File: src/rtl/round_checker_read_align_pipe.sv
// rtl/round_checker_read_align_pipe.sv - valid/address delay line matching SRAM read latency
//
// Purpose: delays a read-issue strobe and its address by DEPTH cycles so they
// line up with the data returned by a DEPTH-cycle SRAM.
// Ports:
//   clock, reset_b      clock and asynchronous active-low reset
//   valid_in, addr_in   read issued this cycle and its address
//   valid_out, addr_out the same, DEPTH cycles later
//   pending             a read is still travelling (excluding the output stage)

module read_align_pipe #(
  parameter int DEPTH      = 1,
  parameter int ADDR_WIDTH = 12
) (
  input  logic                  clock,
  input  logic                  reset_b,
  input  logic                  valid_in,
  input  logic [ADDR_WIDTH-1:0] addr_in,
  output logic                  valid_out,
  output logic [ADDR_WIDTH-1:0] addr_out,
  output logic                  pending
);

  logic [DEPTH-1:0]      v_sr;
  logic [ADDR_WIDTH-1:0] a_sr [DEPTH];

  always_ff @(posedge clock or negedge reset_b) begin
    if (!reset_b) begin
      v_sr <= '0;
      for (int i = 0; i < DEPTH; i++) a_sr[i] <= '0;
    end else begin
      v_sr[0] <= valid_in;
      a_sr[0] <= addr_in;
      for (int i = 1; i < DEPTH; i++) begin
        v_sr[i] <= v_sr[i-1];
        a_sr[i] <= a_sr[i-1];
      end
    end
  end

  assign valid_out = v_sr[DEPTH-1];
  assign addr_out  = a_sr[DEPTH-1];

  // The output stage is being consumed this cycle, so only earlier stages
  // mean more compares are still to come.
  generate
    if (DEPTH > 1) begin : g_deep
      assign pending = |v_sr[DEPTH-2:0];
    end else begin : g_shallow
      assign pending = 1'b0;
    end
  endgenerate

endmodule

File: config.mk
export PLATFORM = sky130hd
export DESIGN_NAME = read_align_pipe
export DESIGN_NICKNAME = d
export VERILOG_FILES = /design/src/rtl/round_checker_read_align_pipe.sv
export SDC_FILE = /design/constraint.sdc
export NUM_CORES = 1
export LEC_CHECK = 0
export BUFFER_PORTS_ARGS = -buffer_cell sky130_fd_sc_hd__buf_2
export CAP_MARGIN = 10
export CORE_AREA = 10 10 47 49
export DETAILED_ROUTE_END_ITERATION = 6
export DIE_AREA = 0 0 57 59
export MAX_ROUTING_LAYER = met4
export SLEW_MARGIN = 5
export SYNTH_ARGS = -nofsm -noshare
export SYNTH_HDL_FRONTEND = slang
export SYNTH_SLANG_ARGS = --single-unit
File: constraint.sdc
create_clock -name clock -period 0.8 [get_ports clock]
set_clock_uncertainty 0.15 [all_clocks]
set_input_delay 0.16 -clock clock [delete_from_list [all_inputs] [get_ports clock]]
set_output_delay 0.16 -clock clock [all_outputs]
set_load 0.005 [all_outputs]
==> results.sh <==
export IMPL_rows=14
export IMPL_hold_violations=0
export IMPL_p_sw_mw=0.265
export IMPL_violations="negative setup slack"
export IMPL_cts_root_buf="clkbuf_4"
export IMPL_drive_gt1_frac=0.525
export IMPL_synth_cell_types=3
export IMPL_ant_nets=0
export IMPL_gr_usage_met2=0.0853
export IMPL_grt_use_met3=0.0472
export IMPL_endpoint_kind="primary output"
export IMPL_routed_wirelength_um=1090
export IMPL_cpLargestDelayFamily="flip-flops"
export IMPL_crit_type="flip-flop to primary output"
export IMPL_maxCapViolations=0
export IMPL_cp_arrival_ns=0.77
export IMPL_drc=0
export IMPL_portBuffers=27
export IMPL_ys_ff_latch=13
export IMPL_grt_remaining_overflow=0
export IMPL_area_delta_synth_final_pct=94.4
export IMPL_die_h_um=59
export IMPL_hold_path_class="primary input to flip-flop"
export IMPL_clock_sinks=13
export IMPL_ys_flop_type="dfrtp_1"
export IMPL_start_util=0.240
export IMPL_antenna_found_initial=0
export IMPL_netSwitchingFraction=0.215
export IMPL_p_comb_frac=0.114
export IMPL_grt_max_degree=14
export IMPL_dr_pass1_iters=2
export IMPL_nFillCells=125
export IMPL_startpoint="addr_out[9]"
export IMPL_path_clk_slew_ns=0.08
export IMPL_diodes=0
export IMPL_ir_drop_mv=0.781
export IMPL_crit_required_ns=0.49
export IMPL_die_x_um=57
export IMPL_finalWeightedCongestion=0.635
export IMPL_fin_util=0.467
export IMPL_cts_setup_buffers=0
export IMPL_cts_buffers=3
export IMPL_setup_ws_ns=-0.278
export IMPL_grt_busiest_layer="met2"
export IMPL_vias=286
export IMPL_drt_wirelength_per_cell_um=14.6
export IMPL_synthArstFlopShare=1.00
export IMPL_timing_fmax_ghz=0.928
export IMPL_yosys_top_cells_area="dfrtp_1 (97%), buf_4 (2.2%), conb_1 (1.1%)"
export IMPL_grt_use_total=0.0709
export IMPL_synth_top_area_cell="dfrtp_1"
export IMPL_p_int_mw=0.965
export IMPL_start_kind="flip-flop"
export IMPL_synth_top_area_frac=0.967
export IMPL_drv_slew=0
export IMPL_rsz0062_at_grt="yes"
export IMPL_hp_start="addr_in[2]"
export IMPL_setup_viol=15
export IMPL_grt_pass1_wl_um=1740
export IMPL_tritoncts="done"
export IMPL_cpPeakStageDelay_ns=0.37
export IMPL_syn_inst=15
export IMPL_grt_pass1_vias=370
export IMPL_status="finished with violations"
export IMPL_synth_top_cells_by_count="dfrtp_1 (13), buf_4 (1), conb_1 (1)"
export IMPL_powerDensity_nw_per_um2=1880
export IMPL_p_leak_nw=0.346
export IMPL_design_die_area_um2=3360
export IMPL_worstPathMaxFanout=1
export IMPL_setup_tns_ns=-3.50
export IMPL_path_buf_inv=1
export IMPL_fin_nets=75
export IMPL_power_clock_fraction=0.319
export IMPL_synth_edff_count=0
export IMPL_power_frac_seq=0.568
export IMPL_routed_via_density=3.81
export IMPL_synth_warnings=0
export IMPL_io_pins=29
export IMPL_synthesis_nets=30
export IMPL_crit_chain="buf_2"
export IMPL_cts_path_max_buffers=2
export IMPL_crit_path_end="addr_out[9]"
export IMPL_cts_htree_levels=1
export IMPL_path_depth=1
export IMPL_fin_crit_sh=1.35
export IMPL_netlist_area_um2=337
export IMPL_period_needed_ns=1.08
export IMPL_yosysMostFrequentCell="dfrtp_1"
export IMPL_first_iter_violations=1
export IMPL_met1_usage=0.0845
export IMPL_ys_seq_area_frac=0.967
export IMPL_design_core_area_um2=1400
export IMPL_slowest_stage="dfrtp_1"
export IMPL_syn_avg_cell_area_um2=22.4
==> worst min-delay path by stage <==
stage | to | slack [ns] | cells past startpoint
5_1_grt | addr_out[2] | 0.05 | 2
3_3_place_gp | addr_out[7] | -0.1 | 1
3_5_place_dp | addr_out[1] | -0.09 | 1
4_1_cts | addr_out[7] | 0.13 | 2
6_report | addr_out[2] | 0.03 | 2
2_1_floorplan | addr_out[0] | -0.29 | 0
==> cells by family (layout without fill, tap and decap cells) <==
group / Yosys count / after routing / synth area share
other cells: 1 / 1 / 0.0111
buf+inv: 1 / 45 / 0.0223
flops: 13 / 13 / 0.967
==> power by group through the flow <==
stage	registers, mW	logic [mW]	clock network (mW)
after floorplan	0.717	0.00456	0
after detailed placement	0.711	0.0893	0
after global routing	0.701	0.157	0.460
final	0.698	0.140	0.392
after CTS	0.698	0.142	0.419
after global placement	0.710	0.0876	0
==> cell usage in the layout (no fill, tap or decap) <==
master / Yosys / final
conb_1: 1 / 1
buf_2: 0 / 27
dlymetal6s4s_1: 0 / 1
clkinv_2: 0 / 1
clkbuf_4: 0 / 3
dfrtp_1: 13 / 13
dlygate4sd3_1: 0 / 13
==> state kept, by name (all words and copies together) (netlist names) <==
register,flops
valid_out,1
addr_out,12
==> per-layer routing <==
metal,routed length [um],vias to the layer above,part of all wire
met4,0,0,0
met3,156,0,0.14
met5,0,-,0
met2,408,29,0.37
met1,529,127,0.48
li1,-,130,-
==> area by class of cell <==
type                       count  area [um2]  share of cell area
clock inverter                 1        5.00             0.00765
clock buffer                   3        22.5              0.0344
sequential                    13         325               0.497
timing repair buffer          41         278               0.424
multi-input combinational      1        3.75             0.00574
tap                           16        20.0              0.0306
==> per-stage QoR <==
stage / instance area [um2] / std cells / hold WS, ns / setup WS [ns] / total power [mW]
floorplan: 337 / 15 / -0.286 / 0.141 / 0.721
global placement: 484 / 57 / -0.0982 / 0.00999 / 0.798
detailed placement: 484 / 57 / -0.0920 / 0.00971 / 0.801
CTS: 652 / 75 / 0.134 / -0.304 / 1.26
global route: 654 / 75 / 0.0453 / -0.325 / 1.32
finish: 654 / 75 / 0.0310 / -0.278 / 1.23
==> timing repair <==
action                                  CTS  global route
hold endpoints to repair                 26             0
resized for setup                         0             1
hold buffers                             14             0
cloned                                    0             0
endpoints found under the setup margin   13            14
Note: power is estimated with default switching activity, not from simulation.
